--- src/rtl/img_pkg.sv ---
// Shared definitions for the image row packer and the row buffer it feeds.
// Latency: n/a (constants and types only).
// Backpressure: n/a.
package img_pkg;

  // Default geometry: 20 words of 32 bits per 640-bit row, 480 rows per frame.
  localparam int DEF_WORD_W   = 32;
  localparam int DEF_ROW_W    = 640;
  localparam int DEF_NUM_ROWS = 480;

  // Row-buffer address width; covers up to 512 rows.
  localparam int ROW_ADDR_W   = 9;

  typedef enum logic [1:0] {
    IDLE  = 2'd0,
    FILL  = 2'd1,
    WRITE = 2'd2,
    DONE  = 2'd3
  } state_t;

endpackage

--- src/rtl/img_row_packer.sv ---
// Packs WORD_W-bit pixel words into ROW_W-bit rows and writes each row to a row buffer.
// Latency: one cycle from acceptance of a row's last word to we=1.
// Backpressure: in_rdy is registered, high only while filling; low during the row write cycle.
module img_row_packer
  import img_pkg::*;
#(
  parameter int WORD_W   = DEF_WORD_W,
  parameter int ROW_W    = DEF_ROW_W,
  parameter int NUM_ROWS = DEF_NUM_ROWS
) (
  input  logic                  clk,
  input  logic                  rst,
  input  logic                  start,
  input  logic                  abort,
  input  logic                  in_vld,
  input  logic [WORD_W-1:0]     in_data,
  output logic                  in_rdy,
  output logic                  we,
  output logic [ROW_ADDR_W-1:0] waddr,
  output logic [ROW_W-1:0]      wdata,
  output logic                  busy,
  output logic                  frame_done
);

  localparam int WORDS  = ROW_W / WORD_W;
  localparam int WCNT_W = (WORDS > 1) ? $clog2(WORDS) : 1;
  localparam logic [WCNT_W-1:0]     LAST_WORD = WCNT_W'(WORDS - 1);
  localparam logic [ROW_ADDR_W-1:0] LAST_ROW  = ROW_ADDR_W'(NUM_ROWS - 1);

  state_t                  state;
  logic [WCNT_W-1:0]       word_cnt;
  logic [ROW_ADDR_W-1:0]   row_cnt;
  logic [ROW_W-1:0]        row_buf;
  logic [ROW_W-1:0]        row_next;
  logic                    accept;

  // in_rdy is a register, so acceptance never loops back through in_vld.
  assign accept = in_vld && in_rdy;

  // Row assembly with the incoming word dropped into its slot; used both to
  // update the assembly register and to hand the complete row to wdata.
  always_comb begin
    row_next = row_buf;
    row_next[int'(word_cnt) * WORD_W +: WORD_W] = in_data;
  end

  // Frame FSM; every output is registered alongside the state.
  always_ff @(posedge clk) begin
    if (rst) begin
      state      <= IDLE;
      word_cnt   <= '0;
      row_cnt    <= '0;
      row_buf    <= '0;
      in_rdy     <= 1'b0;
      we         <= 1'b0;
      waddr      <= '0;
      wdata      <= '0;
      busy       <= 1'b0;
      frame_done <= 1'b0;
    end else begin
      we         <= 1'b0;
      frame_done <= 1'b0;
      case (state)
        IDLE: begin
          // start beats a simultaneous abort because abort is ignored here.
          if (start) begin
            state    <= FILL;
            word_cnt <= '0;
            row_cnt  <= '0;
            in_rdy   <= 1'b1;
            busy     <= 1'b1;
          end
        end
        FILL: begin
          if (abort) begin
            // Drops the partial row, including a last word arriving this cycle.
            state    <= IDLE;
            word_cnt <= '0;
            row_cnt  <= '0;
            in_rdy   <= 1'b0;
            busy     <= 1'b0;
          end else if (accept) begin
            row_buf <= row_next;
            if (word_cnt == LAST_WORD) begin
              state    <= WRITE;
              word_cnt <= '0;
              in_rdy   <= 1'b0;
              we       <= 1'b1;
              waddr    <= row_cnt;
              wdata    <= row_next;
            end else begin
              word_cnt <= word_cnt + 1'b1;
            end
          end
        end
        WRITE: begin
          if (abort) begin
            state    <= IDLE;
            word_cnt <= '0;
            row_cnt  <= '0;
            busy     <= 1'b0;
          end else if (row_cnt == LAST_ROW) begin
            state      <= DONE;
            frame_done <= 1'b1;
          end else begin
            state   <= FILL;
            row_cnt <= row_cnt + 1'b1;
            in_rdy  <= 1'b1;
          end
        end
        DONE: begin
          state <= IDLE;
          busy  <= 1'b0;
        end
        default: begin
          state  <= IDLE;
          in_rdy <= 1'b0;
          busy   <= 1'b0;
        end
      endcase
    end
  end

endmodule
--- config.mk ---
export PLATFORM = sky130hd
export DESIGN_NAME = img_row_packer
export DESIGN_NICKNAME = d
export VERILOG_FILES = /design/src/rtl/img_pkg.sv /design/src/rtl/img_row_packer.sv
export SDC_FILE = /design/constraint.sdc
export NUM_CORES = 2
export LEC_CHECK = 0
export ABC_AREA = 0
export CORE_ASPECT_RATIO = 0.75
export CORE_MARGIN = 5
export CORE_UTILIZATION = 55
export CTS_CLUSTER_DIAMETER = 120
export CTS_CLUSTER_SIZE = 10
export DETAILED_ROUTE_END_ITERATION = 8
export PLACE_DENSITY = 0.8
export SLEW_MARGIN = 20
export SYNTH_ARGS = -nofsm -noshare
export SYNTH_HDL_FRONTEND = slang
export SYNTH_SLANG_ARGS = --single-unit
--- constraint.sdc ---
create_clock -name clk -period 4.1 [get_ports clk]
set_input_delay 1.23 -clock clk [delete_from_list [all_inputs] [get_ports clk]]
set_output_delay 1.23 -clock clk [all_outputs]
set_load 0.01 [all_outputs]
**Yosys cells after proc, flatten, opt, wreduce, memory -nomap -nowiden**

Index checks and enable logic that the tools add are counted.

- Bits of input ports: 37
- Register bits: 1309

- Shifts and indexed selects: 2
- Bitwise logic cells: 4
- Equality and inequality tests: 14
- Add/sub/neg operators: 3
- Multiplexer cells: 30
- Reductions and logical operators: 13

Operator list:

| cell | count |
|---|---|
| $bwmux W640 | 1 |
| $shift A32 B33 Y640 const A | 1 |
| $shiftx A32 B33 Y640 | 1 |
| $mux W9 | 4 |
| $neg A10 Y33 | 1 |
| $pmux W9 S3 | 1 |
| $mux W5 | 5 |
| $pmux W5 S3 | 1 |
| $mux W2 | 6 |
| $reduce_and A4 Y1 | 3 |
| $ne A2 B2 Y1 const B | 5 |
| $add A9 B1 Y9 const B | 1 |
| $eq A9 B9 Y1 const B | 1 |
| $mux W1 | 9 |
| $ne A3 B3 Y1 const B | 3 |
| $pmux W2 S4 | 1 |
| $pmux W1 S3 | 2 |
| $reduce_and A3 Y1 | 2 |
| $reduce_and A6 Y1 | 1 |
| $add A5 B1 Y5 const B | 1 |
| $eq A5 B5 Y1 const B | 1 |
| $eq A2 B2 Y1 const B | 2 |
| $not A1 Y1 | 4 |
| $reduce_or A4 Y1 | 1 |
| 8 further kinds | 8 |

**Logic depth before layout (Yosys ltp)**

- Depth after elaboration: 5
- Depth in mapped cells: 17
- Gate-level depth less buffers: 9

**Worst setup path after synthesis**

No wires, ideal clock.

- Path kind: flip-flop to flip-flop
- Start point: register word_cnt[0]
- End point: register wdata[271]
- Slack: 0.741 ns
- Cell stages (with the launch flop): 16
- Clock period less this slack: 3.359 ns
- Arrival: 3.289 ns
- Path buffers: 6
- Cell sequence: dfxtp_1 > buf_2 > buf_2 > buf_4 > inv_1 > ha_1 > buf_2 > nor3b_1 > ha_1 > buf_4 > or4b_1 > nor2_1 > a21o_2 > nand4_2 > clkbuf_1 > o21ai_1

- Longest elaborated chain between the ends: 3
- Elaborated cells on any way between the ends: 6
- Those cells by class: 1 x add/sub; 1 x eq/ne; 2 x shift; 1 x mux; 1 x reduce/logical

Ends and longest elaborated chain:

| item | line | source |
|---|---|---|
| from (decl) | img_row_packer.sv:31 | `logic [WCNT_W-1:0] word_cnt;` |
| from (signal assigned) | img_row_packer.sv:92 | `word_cnt <= word_cnt + 1'b1;` |
| $neg A10 Y33 | img_row_packer.sv:44 | `row_next[int'(word_cnt) * WORD_W +: WORD_W] = in_data;` |
| $shiftx A32 B33 Y640 or $shift A32 B33 Y640 (tied branches) | img_row_packer.sv:44 |  |
| $bwmux W640 | img_row_packer.sv:44 |  |
| to (signal assigned) | img_row_packer.sv:90 | `wdata <= row_next;` |
| to (decl) | img_row_packer.sv:20 | `output logic [ROW_W-1:0] wdata,` |

Parallel ways exist; a longest one is shown, timed or not.
A chain may end at the register's enable or synchronous reset.

**Final worst setup path**

- Start point: register word_cnt[1]
- End point: register wdata[585]

The elaborated chain is that of the path after synthesis.

==> summary.txt <==
Timing
  – Final Max Slew Viols: 0
  – Sum Neg Setup Slack: 0 ns
  – Final Hold Viols: 0
  – Tcrit/Tclk final: 96.6%
  – Fmax: 252 MHz
  – RSZ-0062 raised after global routing: false
  – Transition time of the tightest slew-check pin: roughly 1.1 ns
  – Final setup fails: 0
  – Clock skew: between 0.02 and 0.03 ns
  – Minimum clock period: 3.96 ns
  – Slew HR: between 20% and 30%

Worst hold path
  – Hold depth: 2
  – Worst Hold Class: reg -> reg
  – Worst Hold Launch: row_buf[203]

Final layout
  – Share of cells above drive strength 1: 6.59%
  – Finished Layout Cells: 8038
  – Fillers: 7267
  – P&R area growth vs syn: 22.5%
  – Final nets: approximately 7000
  – Final Util: 68.2%

Placement
  – Final Wtd Congestion: 0.942
  – Post-Place Cells: 7857
  – HPWL reported at the end of detailed placement: 125 mm
  – Port bufs: 689

Routing
  – DR pass1 iterations: 6
  – Initial DRC Count: roughly 7300
  – Via count: 50297
  – Drt wl/cell: 24.5 µm
  – Final ANT Viol Nets: 0
  – Routed WL: 197 mm
  – DR DRC count: 0
  – Vias per cell: 6.26

Worst setup path
  – FF-to-FF End: wdata[585]
  – WS Path Type: reg -> reg
  – R2R Setup Slk: 0.14 ns
  – CP Buf/Inv Count: 1
  – CP max FO: 14
  – Critical path required time: 4.71 ns
  – CP Capture Point: wdata[585]
  – Crit. End Element: register
  – Crit. Startpoint: word_cnt[1]
  – Critical Path AT: 4.58 ns
  – RR Startpoint: word_cnt[1]
  – Slowest Stage Delay on Critical Path: 0.91 ns
  – CP max-delay cell: nor3_1
  – Startpoint Class: register
  – Cell Chain, Critical Path: inv_1, ha_1, nand2b_1, nor3_1, nand3_1, o221a_2
  – WP depth: 6
  – Critical path's top delay family: simple AND/OR/NAND/NOR gates
  – R2R depth: 6

Global routing
  – Total gr overflow: 0
  – Vias in the first global route: 45381
  – Initial antenna violation count: 19
  – Largest net degree at the start of global routing: 243
  – First-pass GRT wire length: 286 mm
  – Gr usage total: between 30% and 40%

Clocking
  – CTS tree: yes
  – Clk sinks: 1309
  – Post-CTS setup buffers: 0
  – Num CTS Buffers: 148
  – Worst-path clk slew: 0.06 ns
  – Worst-skew pair later-pin latency: 0.74 ns
  – Post_cts resized: 0
  – H-tree depth: 4
  – Hold_buf cts: 0
  – Root Driver: clkbuf_16
  – CTS max path bufs: 3

Run status
  – Outcome: finished clean

Synth
  – Syn nets: around 6400
  – Seq/Total Area, Yosys: 51.2%
  – Number of flops mapped to enable cells by yosys: 0
  – Synth unique cells: 81
  – Avg Inst Size Synth: between 8 and 9 µm²
  – Post-Syn Area: 0.0512 mm²
  – Ranking of synthesized cells by area: dfxtp_1 51%, nand2_1 10%, a21oi_1 7.2%
  – Area share of the largest cell type after synthesis: between 50% and 60%
  – #FFs+latches synth: roughly 1300
  – Main synth FF type: dfxtp_1
  – Mapped Cells: 6374
  – Async S/R FF share, synth: 0%
  – Ys Warns: 0
  – Cell taking the most area after synthesis: dfxtp_1

Floorplanning
  – Site row count: between 90 and 100
  – Core area: 0.0919 mm²
  – Die footprint: 0.0993 mm²
  – I/O pins: 690
  – Die X: 362 µm
  – Initial Util: a little under three fifths
  – Die height: 274 µm

Power
  – Int Pwr: 0.0195 W
  – Logic pwr share: 5.6%
  – Clk pwr share: ~45%
  – Pwr Density: 409 mW/mm²
  – Total leakage power: 22.2 nW
  – Sw Ratio: 24.0%
  – Sw power: 0.00617 W
  – VDD IR-drop max: roughly 390 µV
  – Sequential share of power: about half

Run
  – Max Cap Viol: 0
## worst min path at each step
stage                   end  slack, ns
2_1_floorplan    wdata[582]       0.42
3_3_place_gp     wdata[584]       0.43
3_5_place_dp     wdata[591]       0.43
4_1_cts          wdata[486]       0.44
5_1_grt          wdata[591]       0.46
6_report       row_buf[203]       0.44
## cell usage after synthesis (4+ instances only)
master	n
a211oi_1	84
a21o_1	25
a21oi_1	734
a21oi_2	4
a221o_1	56
a221oi_1	41
a22o_1	11
a22oi_1	23
a311oi_1	131
a32o_1	9
and2_1	13
and3_1	73
buf_1	14
buf_2	150
buf_4	13
buf_6	9
clkbuf_1	412
dfxtp_1	1309
ha_1	9
inv_1	25
mux2i_1	141
nand2_1	1376
nand2b_1	15
nand3_1	355
nand4_1	9
nor2_1	818
nor2_2	4
nor2b_1	8
nor3_1	205
nor4_1	13
o211ai_1	6
o21ai_0	168
o21ai_1	18
o221a_2	6
o221ai_1	6
xor2_1	11
## layout by cell type (no fill, tap or decap), types with 14 or more instances in the layout
cell type and instances:
mux2i_1 141, a21oi_1 728, buf_4 148, a21o_1 24, a311oi_1 131, buf_12 20, diode_2 18, a211oi_1 84
inv_1 25, clkdlybuf4s50_1 657, and3_1 72, buf_2 31, dfxtp_1 1309, o21ai_0 166, nor2_1 813, nand2_1 1375
nor3_1 205, clkbuf_16 151, a221oi_1 41, a221o_1 56, a22oi_1 23, nand3_1 353, nand2b_1 14
## worst register-to-register path: stages (launching register included)
cell and delay [ns]:
dfxtp_1 0.67, inv_1 0.15, ha_1 0.69, nand2b_1 0.31, nor3_1 0.91, nand3_1 0.64, o221a_2 0.49
## area by class of cell
cell class,count,area [µm²],area share (%)
Sequential cell,1309,26200,41.8
Multi-Input combinational cell,4440,22600,36.0
Timing Repair Buffer,859,8310,13.3
Clock buffer,152,3780,6.04
Tap cell,1225,1530,2.45
Clock inverter,9,134,0.214
Inverter,26,103,0.164
Antenna cell,18,45.0,0.0719
## sequential cells by signal, summed over array words and instances (netlist names)
name	count
in_rdy	1
row_cnt	9
busy	1
state	2
wdata	640
frame_done	1
we	1
word_cnt	5
row_buf	640
waddr	9
## stage by stage
step | setup slack (ns) | cell area, µm² | hold WS [ns] | power, W
after floorplan | 0.741 | 51200 | 0.415 | 0.0138
after global placement | 0.261 | 58600 | 0.427 | 0.0144
after detailed placement | 0.132 | 58600 | 0.432 | 0.0144
after CTS | 0.278 | 62600 | 0.439 | 0.0256
after global routing | 0.0973 | 62600 | 0.462 | 0.0262
final | 0.139 | 62700 | 0.444 | 0.0257
## power by group through the flow
stage | logic, W | registers (W) | clock network, W
6_report | 0.00143 | 0.0127 | 0.0115
5_1_grt | 0.00145 | 0.0127 | 0.0120
2_1_floorplan | 0.000768 | 0.0130 | 0
3_3_place_gp | 0.00135 | 0.0130 | 0
3_5_place_dp | 0.00135 | 0.0130 | 0
4_1_cts | 0.00136 | 0.0127 | 0.0115
## cell families (layout without fill, tap and decap cells)
kind of cell | Yosys count | count (layout) | share of synthesized area (%)
compound gates | 1342 | 1342 | 16.2
xor+xnor | 14 | 14 | 0.240
fa+ha+maj | 9 | 9 | 0.220
buf+inv | 625 | 1046 | 5.18
flops | 1309 | 1309 | 51.2
mux | 142 | 142 | 2.78
other cells | 0 | 18 | 0
simple gates | 2933 | 2933 | 24.2
## routing by layer
metal | share of wire, % | wire [µm] | vias up | GRT usage [%]
met4 | 6.7 | 13200 | 12 | 21.9
met1 | 38 | 75500 | 23961 | 49.4
met5 | 0.045 | 88 | - | 0
met3 | 12 | 23600 | 627 | 8.98
li1 | - | - | 22433 | -
met2 | 43 | 84700 | 3264 | 55.9
Note: power is estimated with default switching activity, not from simulation.
